**config.mk**
```make
export PLATFORM = sky130hd
export DESIGN_NAME = rc4_decrypt_core
export DESIGN_NICKNAME = d
export VERILOG_FILES = /design/src/rtl/rc4_pkg.sv /design/src/rtl/rc4_rd_wait.sv /design/src/rtl/rc4_decrypt_core.sv
export SDC_FILE = /design/constraint.sdc
export NUM_CORES = 1
export LEC_CHECK = 0
export CAP_MARGIN = 20
export CORE_MARGIN = 5
export CORE_UTILIZATION = 30
export DETAILED_ROUTE_END_ITERATION = 6
export PLACE_DENSITY = 0.59
export REMOVE_ABC_BUFFERS = 1
export SLEW_MARGIN = 40
export SYNTH_ARGS = -nofsm -noshare
export SYNTH_HDL_FRONTEND = slang
export SYNTH_SLANG_ARGS = --single-unit
```
**constraint.sdc**
```tcl
create_clock -name clk -period 3.5 [get_ports clk]
set_clock_uncertainty 0.1 [all_clocks]
set_input_delay 0.35 -clock clk [delete_from_list [all_inputs] [get_ports clk]]
set_output_delay 0.35 -clock clk [all_outputs]
set_load 0.01 [all_outputs]
```
**src/rtl/rc4_pkg.sv**
```systemverilog
// Shared types and constants for the RC4 decrypt core: FSM states, the text
// character range and the supported read-latency bounds.
package rc4_pkg;

   localparam int unsigned RD_LAT_MIN = 1;
   localparam int unsigned RD_LAT_MAX = 4;
   localparam int unsigned RD_CNT_W   = $clog2(RD_LAT_MAX + 1);

   localparam logic [7:0] CHAR_SPACE = 8'h20;
   localparam logic [7:0] CHAR_LO    = 8'h61;
   localparam logic [7:0] CHAR_HI    = 8'h7A;

   typedef enum logic [3:0] {
      IDLE,
      INC_I,
      RD_SI,
      RD_SJ,
      WR_SI,
      WR_SJ,
      RD_F,
      RD_E,
      WR_D,
      CHECK,
      DONE
   } rc4_state_e;

   // Lower-case letters or space count as plain text.
   function automatic logic is_text_char(input logic [7:0] b);
      return (b == CHAR_SPACE) || ((b >= CHAR_LO) && (b <= CHAR_HI));
   endfunction

endpackage

```
**src/rtl/rc4_rd_wait.sv**
```systemverilog
// Loadable down-counter timing the hold phase of every memory read; done
// pulses for one cycle RD_LAT cycles after load.
module rc4_rd_wait
   import rc4_pkg::*;
#(
   parameter int unsigned RD_LAT = 2
) (
   input  logic clk,
   input  logic reset_n,
   input  logic load,
   output logic done
);

   localparam int unsigned LAT = (RD_LAT < RD_LAT_MIN) ? RD_LAT_MIN :
                                 (RD_LAT > RD_LAT_MAX) ? RD_LAT_MAX : RD_LAT;

   logic [RD_CNT_W-1:0] cnt;

   always_ff @(posedge clk or negedge reset_n) begin
      if (!reset_n) begin
         cnt  <= '0;
         done <= 1'b0;
      end else if (load) begin
         cnt  <= RD_CNT_W'(LAT);
         done <= 1'b0;
      end else begin
         done <= (cnt == RD_CNT_W'(1));
         if (cnt != '0) begin
            cnt <= cnt - RD_CNT_W'(1);
         end
      end
   end

endmodule

```
**src/rtl/rc4_decrypt_core.sv**
```systemverilog
// RC4 keystream generation and message decryption against external S-RAM,
// E-ROM and D-RAM. Define RC4_CHAR_CHECK_EN to abort on non-text output.
module rc4_decrypt_core
   import rc4_pkg::*;
#(
   parameter int unsigned MSG_LEN = 32,
   parameter int unsigned RD_LAT  = 2,
   parameter int unsigned MA_W    = (MSG_LEN > 1) ? $clog2(MSG_LEN) : 1
) (
   input  logic            clk,
   input  logic            reset_n,
   input  logic            start,
   input  logic [7:0]      s_q,
   input  logic [7:0]      e_q,
   output logic [7:0]      s_addr,
   output logic [7:0]      s_data,
   output logic            s_wren,
   output logic [MA_W-1:0] e_addr,
   output logic [MA_W-1:0] d_addr,
   output logic [7:0]      d_data,
   output logic            d_wren,
   output logic            busy,
   output logic            finish,
   output logic            valid
);

   localparam logic [MA_W-1:0] K_LAST = MA_W'(MSG_LEN - 1);

   rc4_state_e      state;
   logic [7:0]      i;
   logic [7:0]      j;
   logic [7:0]      si;
   logic [7:0]      sj;
   logic [7:0]      f;
   logic [MA_W-1:0] k;
   logic            rd_issue;
   logic            rd_done;
   logic            capture_c;

   rc4_rd_wait #(
      .RD_LAT (RD_LAT)
   ) u_rd_wait (
      .clk     (clk),
      .reset_n (reset_n),
      .load    (rd_issue),
      .done    (rd_done)
   );

   // rd_issue marks the first cycle of a read state; done is only trusted after it.
   assign capture_c = !rd_issue && rd_done;

   always_ff @(posedge clk or negedge reset_n) begin
      if (!reset_n) begin
         state    <= IDLE;
         i        <= '0;
         j        <= '0;
         si       <= '0;
         sj       <= '0;
         f        <= '0;
         k        <= '0;
         rd_issue <= 1'b0;
         s_addr   <= '0;
         s_data   <= '0;
         s_wren   <= 1'b0;
         e_addr   <= '0;
         d_addr   <= '0;
         d_data   <= '0;
         d_wren   <= 1'b0;
         busy     <= 1'b0;
         finish   <= 1'b0;
         valid    <= 1'b0;
      end else begin
         rd_issue <= 1'b0;
         s_wren   <= 1'b0;
         d_wren   <= 1'b0;
         finish   <= 1'b0;
         case (state)
            IDLE: begin
               if (start) begin
                  i     <= '0;
                  j     <= '0;
                  k     <= '0;
                  valid <= 1'b1;
                  busy  <= 1'b1;
                  state <= INC_I;
               end
            end
            INC_I: begin
               i        <= i + 8'd1;
               s_addr   <= i + 8'd1;
               rd_issue <= 1'b1;
               state    <= RD_SI;
            end
            RD_SI: begin
               if (capture_c) begin
                  si       <= s_q;
                  j        <= j + s_q;
                  s_addr   <= j + s_q;
                  rd_issue <= 1'b1;
                  state    <= RD_SJ;
               end
            end
            RD_SJ: begin
               if (capture_c) begin
                  sj     <= s_q;
                  s_addr <= i;
                  s_data <= s_q;
                  s_wren <= 1'b1;
                  state  <= WR_SI;
               end
            end
            WR_SI: begin
               s_addr <= j;
               s_data <= si;
               s_wren <= 1'b1;
               state  <= WR_SJ;
            end
            // Keystream index comes from the latched pair, not from a re-read.
            WR_SJ: begin
               s_addr   <= si + sj;
               s_data   <= '0;
               rd_issue <= 1'b1;
               state    <= RD_F;
            end
            RD_F: begin
               if (capture_c) begin
                  f        <= s_q;
                  e_addr   <= k;
                  rd_issue <= 1'b1;
                  state    <= RD_E;
               end
            end
            RD_E: begin
               if (capture_c) begin
                  d_addr <= k;
                  d_data <= f ^ e_q;
                  d_wren <= 1'b1;
                  state  <= WR_D;
               end
            end
            WR_D: begin
               state <= CHECK;
            end
            CHECK: begin
`ifdef RC4_CHAR_CHECK_EN
               if (!is_text_char(d_data)) begin
                  valid  <= 1'b0;
                  finish <= 1'b1;
                  state  <= DONE;
               end else if (k == K_LAST) begin
                  finish <= 1'b1;
                  state  <= DONE;
               end else begin
                  k     <= k + MA_W'(1);
                  state <= INC_I;
               end
`else
               if (k == K_LAST) begin
                  finish <= 1'b1;
                  state  <= DONE;
               end else begin
                  k     <= k + MA_W'(1);
                  state <= INC_I;
               end
`endif
            end
            DONE: begin
               busy  <= 1'b0;
               state <= IDLE;
            end
            default: begin
               state <= IDLE;
            end
         endcase
      end
   end

endmodule

```
* Yosys cells after proc, flatten, opt, wreduce, memory -nomap -nowiden
Cells that the tools add are included.
Widths: inputs -> output; s select.
** Cells by class
- Eq/ne operators :: 18
- $add $sub $neg :: 5
- Muxes and demuxes :: 29
- Reductions and logical operators :: 25
- Bitwise logic cells :: 1
** Operators with widths (number)
- $pmux 4 s10 :: 1
- $pmux 8 s5 :: 1
- $mux 8 :: 4
- $pmux 8 s2 :: 2
- $mux 4 :: 6
- $pmux 8 s3 :: 1
- $add 8x8->8 :: 2
- $eq 4x3->1 const B :: 4
- $reduce_and 2->1 :: 8
- $eq 4x4->1 const B :: 3
- $ne 2x2->1 const B :: 6
- $mux 5 :: 2
- $pmux 5 s2 :: 1
- $reduce_bool 2->1 :: 5
- $reduce_and 3->1 :: 3
- $add 8x1->8 const B :: 1
- $eq 4x2->1 const B :: 2
- $xor 8x8->8 :: 1
- $mux 1 :: 6
- $mux 3 :: 2
- $pmux 1 s2 :: 3
- $reduce_bool 3->1 :: 2
- $add 5x1->5 const B :: 1
- $eq 5x5->1 const B :: 1
- other kinds (9) :: 10
** Storage, ports and cells
- Bits of input ports :: 19
- Register bits :: 93

* Depth between registers and ports, before layout
Gate-level depths: netlist of the first run.
- Depth in word-level cells :: 4
- Mapped depth :: 9
- Mapped depth without buffers :: 9

* Cells and area by module
Synthesis of the first run repeated with hierarchy kept, for this count alone.
** Second synthesis, totals
- Cell total of the unflattened synthesis :: 486
- Area, all modules :: 4987.3 um^2
** Modules (own cells, without submodules)
- rc4_decrypt_core :: instances 1, area each 4783.3 um^2, cells an instance 468
- rc4_rd_wait :: instances 1, area each 203.9 um^2, cells an instance 18

* Worst setup path before layout of the first run
OpenSTA, ideal clock, no wires.
- Path kind :: register -> register
- Start :: register si[3]
- End :: register s_addr[7]
- Cell stages (with the launch flop) :: 8
- Buffers on the path :: 0
- Period minus slack after synthesis :: 2.089 ns
- Data required time :: 3.274 ns
- Arrival :: 1.863 ns
- Setup time :: 0.126 ns
- Slack :: 1.411 ns
- Path through :: dfrtp_1 ha_1 and3_1 a2111oi_4 a21oi_1 xnor2_1 a221oi_1 nor2_1
** Between the ends
- Cells in the longest elaborated chain, start to end :: 2
** Ends and longest elaborated chain
- start: declaration :: RTL line rc4_decrypt_core.sv:32 : logic [7:0] si;
- start signal: assignment :: RTL line rc4_decrypt_core.sv:96 : si <= s_q;
- $add 8x8->8 :: RTL line rc4_decrypt_core.sv:120 : s_addr <= si + sj;
- $pmux 8 s5 :: RTL line rc4_decrypt_core.sv:77 : case (state)
- end signal: assignment :: RTL line rc4_decrypt_core.sv:90 : s_addr <= i + 8'd1;
- end signal: assignment :: RTL line rc4_decrypt_core.sv:98 : s_addr <= j + s_q;
- end signal: assignment :: RTL line rc4_decrypt_core.sv:120
- end: declaration :: RTL line rc4_decrypt_core.sv:15 : output logic [7:0] s_addr,
Every way passes these cells.
A chain may end at the register's enable or synchronous reset.

* Final worst setup path of the first run
- Start :: register rd_issue
- End :: register d_data[0]
** Between the ends
- Cells in the longest elaborated chain, start to end :: 3
** Ends and longest elaborated chain
- start: declaration :: RTL line rc4_decrypt_core.sv:36 : logic rd_issue;
- start signal: assignment :: RTL line rc4_decrypt_core.sv:61 : rd_issue <= 1'b0;
- start signal: assignment :: RTL line rc4_decrypt_core.sv:73 : rd_issue <= 1'b0;
- start signal: assignment :: RTL line rc4_decrypt_core.sv:91 : rd_issue <= 1'b1;
- $logic_not 1->1 :: RTL line rc4_decrypt_core.sv:50 : assign capture_c = !rd_issue && rd_done;
- $logic_and 1x1->1 :: RTL line rc4_decrypt_core.sv:50
- $reduce_and 2->1 (no line)
- end signal: assignment :: RTL line rc4_decrypt_core.sv:136 : d_data <= f ^ e_q;
- end: declaration :: RTL line rc4_decrypt_core.sv:20 : output logic [7:0] d_data,
Every way passes these cells.

==> results of run 1 <==
==> power by group <==
group	total, uW	switching (uW)	internal (uW)	leakage, uW
sequential	1100	9.19	1090	0.00107
combinational	146	76.8	69.4	0.00146
clock	1080	413	665	0.000154
total	2320	499	1820	0.00268
==> routing by layer <==
metal | wire length (um) | GRT usage | up-vias
met5 | 0 | 0 | -
met4 | 153 | 0.0374 | 0
met3 | 598 | 0.0311 | 11
met2 | 5420 | 0.201 | 69
met1 | 5590 | 0.179 | 1797
li1 | - | - | 1817
==> state kept, by name (all words and copies together), names as in the netlist <==
register / flops
d_data: 8
f: 8
i: 8
j: 8
s_addr: 8
s_data: 8
si: 8
sj: 8
d_addr: 5
e_addr: 5
k: 5
state: 4
u_rd_wait.cnt: 3
busy: 1
d_wren: 1
finish: 1
rd_issue: 1
s_wren: 1
u_rd_wait.done: 1
valid: 1
==> cell families after synthesis <==
group | after synthesis
multiplexers | 33
buffers and inverters | 37
flip-flops | 93
XOR/XNOR | 29
AND/OR/NAND/NOR | 148
adder cells (fa/ha/maj) | 22
AO/OA/AOI/OAI | 116
==> placed cells by master (no fill, tap or decap), types with 3 or more instances in the layout <==
cell / instances
sky130_fd_sc_hd__a211oi_1: 3
sky130_fd_sc_hd__a21o_1: 4
sky130_fd_sc_hd__a21oi_1: 26
sky130_fd_sc_hd__a221oi_1: 3
sky130_fd_sc_hd__a22o_1: 4
sky130_fd_sc_hd__a22oi_1: 9
sky130_fd_sc_hd__a31oi_1: 4
sky130_fd_sc_hd__a32oi_1: 3
sky130_fd_sc_hd__and2_1: 3
sky130_fd_sc_hd__and3_1: 5
sky130_fd_sc_hd__buf_4: 7
sky130_fd_sc_hd__clkbuf_16: 9
sky130_fd_sc_hd__clkdlybuf4s50_1: 56
sky130_fd_sc_hd__clkinvlp_4: 3
sky130_fd_sc_hd__dfrtp_1: 93
sky130_fd_sc_hd__ha_1: 20
sky130_fd_sc_hd__inv_1: 19
sky130_fd_sc_hd__mux2_2: 27
sky130_fd_sc_hd__mux2_4: 5
sky130_fd_sc_hd__nand2_1: 40
sky130_fd_sc_hd__nand2b_1: 11
sky130_fd_sc_hd__nand3_1: 20
sky130_fd_sc_hd__nand4_1: 3
sky130_fd_sc_hd__nor2_1: 35
sky130_fd_sc_hd__nor2b_1: 5
sky130_fd_sc_hd__nor3_1: 6
sky130_fd_sc_hd__o21a_1: 3
sky130_fd_sc_hd__o21ai_0: 32
sky130_fd_sc_hd__o22ai_1: 5
sky130_fd_sc_hd__or3_1: 4
sky130_fd_sc_hd__xnor2_1: 15
sky130_fd_sc_hd__xor2_1: 14
==> what timing repair did <==
action	4_1_cts	5_1_grt
hold buffers	0	1
setup endpoints to repair	0	0
hold endpoints to repair	0	56
==> final cells by class <==
class	instances	area [um2]	area share
Clock inverter	5	82.6	0.0136
Clock buffer	11	253	0.0415
Sequential cell	93	2330	0.382
Tap cell	220	275	0.0452
Multi-Input combinational cell	348	2440	0.401
Timing Repair Buffer	65	634	0.104
Inverter	19	71.3	0.0117
==> per-stage QoR <==
stage                     total power (uW)  setup WS, ps  cells
final                                 2320          1040    761
after global routing                  2410           796    761
after CTS                             2360           984    760
after detailed placement              1260           728    744
after global placement                1260           746    744
after floorplan                       1190          1120    460
==> path summary, 6_finish.rpt <==
check                                           end  slack [ps]  cells past startpoint
max                           d_data[0]$_DFFE_PN0P_        1040                      6
min                        u_rd_wait.done$_DFF_PN0_         370                      1
max reg2reg                   d_data[0]$_DFFE_PN0P_        1040                      6
min reg2reg                u_rd_wait.done$_DFF_PN0_         370                      1
max in group asynchronous     s_data[4]$_DFFE_PN0P_        2170                      3
min in group asynchronous     d_data[0]$_DFFE_PN0P_         430                      2
==> flow_metrics.py, run 1 <==
metrics = {
    "status": {
        "status": "completed",
    },
    "routing": {
        "wirelength_routed_um": 11800,
        "drt_iter0_markers": 253,
        "routed-via-count": 3694,
        "wire_per_inst_um": 15.5,
        "post_drt_via_cell_ratio": 4.85,
        "ant_nets": 0,
        "detail_route.drc_violations": 0,
        "drtPass1Iterations": 5,
    },
    "synthesis": {
        "yosys_most_used_dff": "sky130_fd_sc_hd__dfrtp_1",
        "synthesis.instances": 478,
        "count_of_cell_types_in_the_netlist": 61,
        "synth-adder-area-share": 0.0586,
        "synth-async-reset-ratio": 1.00,
        "synth_xor_xnor_area_share": 0.0513,
        "synth.mux.area_fraction": 0.0786,
        "synth.avg_cell_area_um2": 10.4,
        "synth_top_family_by_area": "compound AO/OA/AOI/OAI gates",
        "synth_largest_area_cell": "sky130_fd_sc_hd__dfrtp_1",
        "yosysSeqAreaShare": 0.470,
        "yosys_register_bits": 93,
        "synth.cells.most_frequent": "93 x sky130_fd_sc_hd__dfrtp_1, 40 x sky130_fd_sc_hd__nand2_1, 36 x sky130_fd_sc_hd__nor2_1, 32 x sky130_fd_sc_hd__o21ai_0, 27 x sky130_fd_sc_hd__mux2_2",
        "yosysMostFrequentCell": "sky130_fd_sc_hd__dfrtp_1",
        "synth_edf_count": 0,
        "synth_compound_gate_area_share": 0.155,
        "synthesis.yosys.warnings": 0,
        "portion_of_synthesized_cell_area_occupied_by_the_leading_cell_type": 0.470,
        "yosys.area_share.simple": 0.149,
        "syn-cell-area_mm2": 0.00495,
        "largest_cells_by_area_after_synthesis": "sky130_fd_sc_hd__dfrtp_1 47%, sky130_fd_sc_hd__mux2_2 6.1%, sky130_fd_sc_hd__ha_1 5.1%, sky130_fd_sc_hd__o21ai_0 3.2%, sky130_fd_sc_hd__nand2_1 3.0%",
    },
    "timing": {
        "timing.final.hold_violations": 0,
        "final_min_period_over_clock_period": 0.702,
        "fin_crit_ps": 2460,
        "rsz_0062_raised_after_global_routing": "no",
        "worst_pin_slew_ps": 791,
        "tns_ps": 0,
        "fmaxAchievable_mhz": 407,
        "report.final.slew_viol_count": 0,
        "fin_hold_ws_ps": 368,
        "final-setup-viol-count": 0,
        "slew_headroom": 0.472,
    },
    "grt": {
        "antenna_found_initial": 0,
        "all_layer_global_routing_usage": 0.129,
        "overflow_after_grt": 0,
        "maximum_number_of_pins_on_one_net_before_global_route_repair": 59,
        "first_global_vias": 3711,
        "first_pass_grt_wire_length_um": 20100,
    },
    "place": {
        "dp.final_hpwl_um": 8590,
        "placement.io_buffers": 57,
        "placedInstanceArea_mm2": 0.00574,
        "place_congestion": 0.839,
    },
    "power": {
        "total_leakage_power_uw": 0.00268,
        "vdd_drop_max_mv": 0.227,
        "cellPowerDensity_mw_per_mm2": 381,
    },
    "final_layout": {
        "antenna_cells_inserted": 0,
        "nNetsFinal": 577,
        "final_core_util": 0.371,
        "final_area_mm2": 0.00608,
        "fill_cells": 1598,
        "area.growth.synth_to_final_pct": 22.9,
        "drive_above_1_share": 0.131,
    },
    "critical_path": {
        "critical_path.slowest_cell": "sky130_fd_sc_hd__nor2_2",
        "cp-end-kind": "register",
        "criticalPathCategory": "reg -> reg",
        "arrival_ps": 2630,
        "path_cells": "nor2b_1, nand3_1, nor2_2, buf_4, nor2_1, a21oi_1",
        "slowest_delay_ps": 610,
        "critical-path-top-delay-family": "simple AND/OR/NAND/NOR gates",
        "setup.worst_path.start": "rd_issue$_DFF_PN0_",
        "critPathRequiredTime_ps": 3670,
        "timing.rr.start": "rd_issue$_DFF_PN0_",
        "critical_path.n_buffers_inverters": 1,
        "crit_path_max_fanout": 13,
        "cp-start-kind": "register",
    },
    "clocking": {
        "cts-htree-levels": 3,
        "cts_inserted_buffers": 9,
        "clk_transition_reported_paths_ps": 70,
        "cts.root.buffer_cell": "sky130_fd_sc_hd__clkbuf_16",
        "cts_post_setup_buffers_inserted": 0,
        "clock_sinks": 93,
        "ctsLongestPathBuffers": 2,
        "worst_skew_pair.late_latency_ps": 350,
        "ctsResizeCount": 0,
        "cts_tree": "built",
    },
    "run": {
        "max_cap_violations": 0,
    },
    "floorplan": {
        "floorplan.initialDensity": 0.302,
        "core-area_mm2": 0.0164,
        "die_height_um": 138,
        "design.die.area_mm2": 0.0192,
        "die_width_um": 138,
        "ioPinCount": 58,
        "placement_rows": 47,
    },
    "min_path": {
        "hold_path.class": "reg -> reg",
        "timing.hold.worst.start": "u_rd_wait.cnt[2]$_DFFE_PN0P_",
    },
}
Note: power is estimated with default switching activity, not from simulation.
==> run 2: changes to the inputs <==
--- a/config.mk
+++ b/config.mk
@@ -9,7 +9,7 @@
 export CORE_MARGIN = 5
 export CORE_UTILIZATION = 30
 export DETAILED_ROUTE_END_ITERATION = 6
-export PLACE_DENSITY = 0.59
+export PLACE_DENSITY = 0.61
 export REMOVE_ABC_BUFFERS = 1
 export SLEW_MARGIN = 40
 export SYNTH_ARGS = -nofsm -noshare
==> constraint.sdc (replaced) <==
create_clock -name clk -period 2.1 [get_ports clk]
set_clock_uncertainty 0.1 [all_clocks]
set_input_delay 0.21 -clock clk [delete_from_list [all_inputs] [get_ports clk]]
set_output_delay 0.21 -clock clk [all_outputs]
set_load 0.01 [all_outputs]
==> flow_metrics.py, run 2 (synthesized netlist as in run 1, its figures left out) <==
metrics = {
    "status": {
        "status": "finished, violations left",
        "failed_checks": "setup timing",
    },
    "routing": {
        "routed-via-count": 4003,
        "detail_route.drc_violations": 0,
        "wirelength_routed_um": 12900,
        "post_drt_via_cell_ratio": 4.89,
        "wire_per_inst_um": 15.8,
        "drt_iter0_markers": 166,
        "drtPass1Iterations": 4,
        "ant_nets": 0,
    },
    "grt": {
        "overflow_after_grt": 0,
        "first_pass_grt_wire_length_um": 20600,
        "all_layer_global_routing_usage": 0.132,
        "maximum_number_of_pins_on_one_net_before_global_route_repair": 39,
        "antenna_found_initial": 0,
        "first_global_vias": 4118,
    },
    "timing": {
        "fmaxAchievable_mhz": 466,
        "rsz_0062_raised_after_global_routing": "yes",
        "report.final.slew_viol_count": 0,
        "tns_ps": -61.8,
        "setup_ws_ps": -46.4,
        "fin_crit_ps": 2150,
        "final-setup-viol-count": 2,
        "fin_hold_ws_ps": 221,
        "timing.final.hold_violations": 0,
        "slew_headroom": 0.664,
        "worst_pin_slew_ps": 505,
        "final_min_period_over_clock_period": 1.02,
    },
    "power": {
        "sw_frac_of_total": 0.214,
        "vdd_drop_max_mv": 0.460,
        "total_leakage_power_uw": 0.00304,
        "clkPwrFrac": 0.453,
        "power_share_of_the_combinational_group": 0.082,
        "seq_power_share": 0.466,
        "switchingPower_uw": 842,
        "cellInternalPower_uw": 3090,
        "cellPowerDensity_mw_per_mm2": 579,
    },
    "floorplan": {
        "ioPinCount": 58,
        "die_height_um": 138,
        "die_width_um": 138,
        "placement_rows": 47,
        "core-area_mm2": 0.0164,
        "design.die.area_mm2": 0.0192,
        "floorplan.initialDensity": 0.302,
    },
    "place": {
        "dpl_worst_slack_ps": -437,
        "place_congestion": 0.854,
        "placedInstanceArea_mm2": 0.00616,
        "dp.final_hpwl_um": 9390,
        "placement.io_buffers": 57,
    },
    "clocking": {
        "cts.root.buffer_cell": "sky130_fd_sc_hd__clkbuf_16",
        "cts_tree": "built",
        "ctsLongestPathBuffers": 2,
        "cts_inserted_buffers": 9,
        "clock_sinks": 93,
        "clk_transition_reported_paths_ps": 60,
        "cts-htree-levels": 3,
        "worst_skew_pair.late_latency_ps": 340,
    },
    "critical_path": {
        "critical_path.slowest_cell": "sky130_fd_sc_hd__o41ai_4",
        "crit_path_max_fanout": 2,
        "path_cells": "ha_4, a21oi_4, o211ai_2, o41ai_4, xor2_1, or4_1, o21ai_1",
        "slowest_delay_ps": 430,
        "cp-start-kind": "register",
        "cp-end-kind": "register",
        "critical-path-top-delay-family": "compound AO/OA/AOI/OAI gates",
        "criticalPathCategory": "reg -> reg",
        "critical_path.n_buffers_inverters": 0,
        "critPathRequiredTime_ps": 2270,
        "arrival_ps": 2310,
    },
    "final_layout": {
        "most_frequent_standard_cell_in_the_layout_excluding_fill_and_tap_cells": "sky130_fd_sc_hd__dfrtp_1",
        "final_area_mm2": 0.00679,
        "drive_above_1_share": 0.269,
        "layout.cells.most_common_list": "90 x sky130_fd_sc_hd__dfrtp_1, 64 x sky130_fd_sc_hd__buf_4, 51 x sky130_fd_sc_hd__clkdlybuf4s50_1, 40 x sky130_fd_sc_hd__nand2_1, 35 x sky130_fd_sc_hd__nor2_1",
        "antenna_cells_inserted": 0,
        "final_core_util": 0.414,
        "area.growth.synth_to_final_pct": 37.2,
        "nNetsFinal": 635,
        "fill_cells": 1529,
    },
    "min_path": {
        "hold_path.class": "in -> reg",
    },
    "run": {
        "max_cap_violations": 0,
    },
}
## run 2: changes by cell type in the layout (fill, tap and decap cells not counted), moves of 3 or more
cell	change
sky130_fd_sc_hd__dfrtp_1	-3
sky130_fd_sc_hd__clkdlybuf4s50_1	-5
sky130_fd_sc_hd__buf_4	+57
sky130_fd_sc_hd__ha_1	-11
sky130_fd_sc_hd__ha_4	+9
sky130_fd_sc_hd__dfrtp_2	+3
sky130_fd_sc_hd__a21oi_1	-3
sky130_fd_sc_hd__dlymetal6s2s_1	+5
## run 2: worst paths after layout
| path | startpoint | end | slack [ps] | cells after the start |
|---|---|---|---|---|
| worst max-delay path | j[1]$_DFFE_PN0P_ | j[7]$_DFFE_PN0P_ | -50 | 7 |
| worst min-delay path | s_q[2] | sj[2]$_DFFE_PN0P_ | 220 | 2 |
| worst max register to register | j[1]$_DFFE_PN0P_ | j[7]$_DFFE_PN0P_ | -50 | 7 |
| worst min register to register | u_rd_wait.cnt[2]$_DFFE_PN0P_ | u_rd_wait.done$_DFF_PN0_ | 360 | 1 |
| max in group asynchronous | reset_n | s_addr[7]$_DFFE_PN0P_ | 910 | 3 |
| min in group asynchronous | reset_n | d_wren$_DFF_PN0_ | 270 | 2 |
## run 2: metrics by stage
step | power (uW) | std cells
after global placement | 2130 | 797
after detailed placement | 2140 | 797
after floorplan | 1990 | 460
after CTS | 3930 | 814
after global routing | 4080 | 819
final | 3930 | 819
## run 2: metal layers
layer / global-route usage / vias up / share of wire
li1: - / 1937 / -
met1: 0.169 / 1954 / 0.45
met2: 0.216 / 93 / 0.48
met3: 0.0352 / 19 / 0.057
met4: 0.0468 / 0 / 0.015
met5: 0 / - / 0
## run 2: area by class of cell
| type | count | area [um2] | share of cell area |
|---|---|---|---|
| inverter | 19 | 71.3 | 0.0105 |
| timing repair buffer | 123 | 1100 | 0.163 |
| clock buffer | 13 | 260 | 0.0383 |
| multi-input combinational | 348 | 2680 | 0.395 |
| sequential | 93 | 2330 | 0.343 |
| tap | 220 | 275 | 0.0405 |
| clock inverter | 3 | 67.6 | 0.00995 |
## run 2: power groups by stage
stage	registers (uW)	logic [uW]	clock network, uW
after global placement	1860	269	0
after global routing	1830	352	1900
after floorplan	1860	128	0
after detailed placement	1860	275	0
after CTS	1830	286	1820
final	1830	321	1780
## run 2: repair_timing
item,4_1_cts,5_1_grt
endpoints found under the hold margin,36,0
pin swaps,7,21
hold buffers,1,0
setup endpoints to repair,6,15
resized for setup,6,41
setup buffers,0,6
==> run 3: changes to the inputs <==
--- a/config.mk
+++ b/config.mk
@@ -10,6 +10,7 @@
 export CORE_UTILIZATION = 30
 export DETAILED_ROUTE_END_ITERATION = 6
 export PLACE_DENSITY = 0.61
+export RECOVER_POWER = 100
 export REMOVE_ABC_BUFFERS = 1
 export SLEW_MARGIN = 40
 export SYNTH_ARGS = -nofsm -noshare
==> flow_metrics.py, run 3 (synthesized netlist as in run 1, its figures left out) <==
metrics = {
    "critical_path": {
        "cp-start-kind": "register",
        "crit_path_max_fanout": 2,
        "critPathRequiredTime_ps": 2270,
        "criticalPathCategory": "reg -> reg",
        "cp-end-kind": "register",
        "arrival_ps": 2300,
    },
    "place": {
        "dp.final_hpwl_um": 9390,
        "place_congestion": 0.854,
        "dpl_worst_slack_ps": -437,
        "placement.io_buffers": 57,
    },
    "grt": {
        "first_pass_grt_wire_length_um": 20600,
        "all_layer_global_routing_usage": 0.132,
        "antenna_found_initial": 0,
        "maximum_number_of_pins_on_one_net_before_global_route_repair": 39,
        "overflow_after_grt": 0,
        "first_global_vias": 4118,
    },
    "final_layout": {
        "area.growth.synth_to_final_pct": 35.6,
        "antenna_cells_inserted": 0,
        "most_frequent_standard_cell_in_the_layout_excluding_fill_and_tap_cells": "sky130_fd_sc_hd__dfrtp_1",
        "layout.cells.most_common_list": "92 x sky130_fd_sc_hd__dfrtp_1, 53 x sky130_fd_sc_hd__buf_4, 40 x sky130_fd_sc_hd__nand2_1, 40 x sky130_fd_sc_hd__dlygate4sd3_1, 36 x sky130_fd_sc_hd__nor2_1",
        "drive_above_1_share": 0.244,
        "fill_cells": 1551,
        "nNetsFinal": 635,
    },
    "floorplan": {
        "placement_rows": 47,
        "floorplan.initialDensity": 0.302,
        "ioPinCount": 58,
        "core-area_mm2": 0.0164,
        "die_width_um": 138,
        "die_height_um": 138,
        "design.die.area_mm2": 0.0192,
    },
    "timing": {
        "final-setup-viol-count": 2,
        "timing.final.hold_violations": 0,
        "rsz_0062_raised_after_global_routing": "yes",
        "tns_ps": -49.3,
        "final_min_period_over_clock_period": 1.02,
        "worst_pin_slew_ps": 935,
        "report.final.slew_viol_count": 0,
        "setup_ws_ps": -33.9,
        "fin_crit_ps": 2130,
        "fmaxAchievable_mhz": 469,
        "slew_headroom": 0.377,
    },
    "power": {
        "cellPowerDensity_mw_per_mm2": 585,
        "total_leakage_power_uw": 0.00298,
        "vdd_drop_max_mv": 0.460,
    },
    "status": {
        "status": "finished, violations left",
        "failed_checks": "setup timing",
    },
    "clocking": {
        "cts-htree-levels": 3,
        "cts_inserted_buffers": 9,
        "clock_sinks": 93,
        "worst_skew_pair.late_latency_ps": 340,
        "ctsLongestPathBuffers": 2,
        "clk_transition_reported_paths_ps": 60,
        "cts_tree": "built",
        "cts.root.buffer_cell": "sky130_fd_sc_hd__clkbuf_16",
    },
    "run": {
        "max_cap_violations": 0,
    },
    "routing": {
        "wire_per_inst_um": 15.6,
        "detail_route.drc_violations": 0,
        "detailroute.wirelength.met3_um": 597,
        "topRoutingLayerUsed": "met4",
        "routed-via-count": 3981,
        "drtPass1Iterations": 4,
        "ant_nets": 0,
        "wirelength_routed_um": 12800,
        "route.met2.wl_um": 6170,
        "post_drt_via_cell_ratio": 4.86,
        "met1_length_um": 5850,
        "drt_iter0_markers": 160,
    },
    "min_path": {
        "hold_path.class": "in -> reg",
    },
}
==> run 3: per-stage QoR <==
step / instances / cell area [um2] / power (uW) / hold slack (ps) / utilization
6_report: 819 / 6710 / 3920 / 217 / 0.409
5_1_grt: 819 / 6710 / 4070 / 237 / 0.409
4_1_cts: 814 / 6530 / 3930 / 290 / 0.398
3_5_place_dp: 797 / 6160 / 2140 / 118 / 0.375
3_3_place_gp: 797 / 6160 / 2130 / 105 / 0.375
2_1_floorplan: 460 / 4840 / 1990 / -186 / -
==> run 3: path summary, 6_finish.rpt <==
path / to / cells past startpoint / startpoint / slack (ps)
max reg2reg: j[7]$_DFFE_PN0P_ / 7 / j[1]$_DFFE_PN0P_ / -30
max in group asynchronous: s_addr[7]$_DFFE_PN0P_ / 3 / reset_n / 380
min reg2reg: u_rd_wait.done$_DFF_PN0_ / 1 / u_rd_wait.cnt[2]$_DFFE_PN0P_ / 360
max: j[7]$_DFFE_PN0P_ / 7 / j[1]$_DFFE_PN0P_ / -30
min in group asynchronous: d_wren$_DFF_PN0_ / 2 / reset_n / 440
min: si[3]$_DFFE_PN0P_ / 2 / s_q[3] / 220
==> run 3: critical path, stage by stage (launching register included) <==
cell	delay [ps]
sky130_fd_sc_hd__dfrtp_1	410
sky130_fd_sc_hd__ha_4	230
sky130_fd_sc_hd__a21oi_4	140
sky130_fd_sc_hd__o211ai_2	120
sky130_fd_sc_hd__o41ai_4	430
sky130_fd_sc_hd__xor2_1	130
sky130_fd_sc_hd__or4_1	410
sky130_fd_sc_hd__o21ai_1	80
==> run 3: what timing repair did <==
item                                    CTS  global route
endpoints found under the setup margin    6            15
pin swaps                                 7            21
buffers inserted                          0             6
hold buffers                              1             0
resized for setup                         6            41
hold endpoints to repair                 36             0
==> run 3: area by class of cell <==
class / count / area, um2 / area share
repair buffers: 123 / 1060 / 0.157
well taps: 220 / 275 / 0.0410
inverters: 19 / 71.3 / 0.0106
multi-input cells: 348 / 2650 / 0.395
clock inverters: 3 / 67.6 / 0.0101
flip-flops and latches: 93 / 2330 / 0.347
clock buffers: 13 / 260 / 0.0388
==> run 3: metal layers <==
metal  vias up  global-route usage
met4         0              0.0468
met5         -                   0
met1      1940               0.169
met3        14              0.0352
li1       1937                   -
met2        90               0.216
==> run 3: power breakdown <==
group          internal, uW  leakage [uW]  switching [uW]
logic                   159       0.00176             154
clock network          1110      0.000156             672
registers              1810       0.00106            17.7
total                  3080       0.00298             843
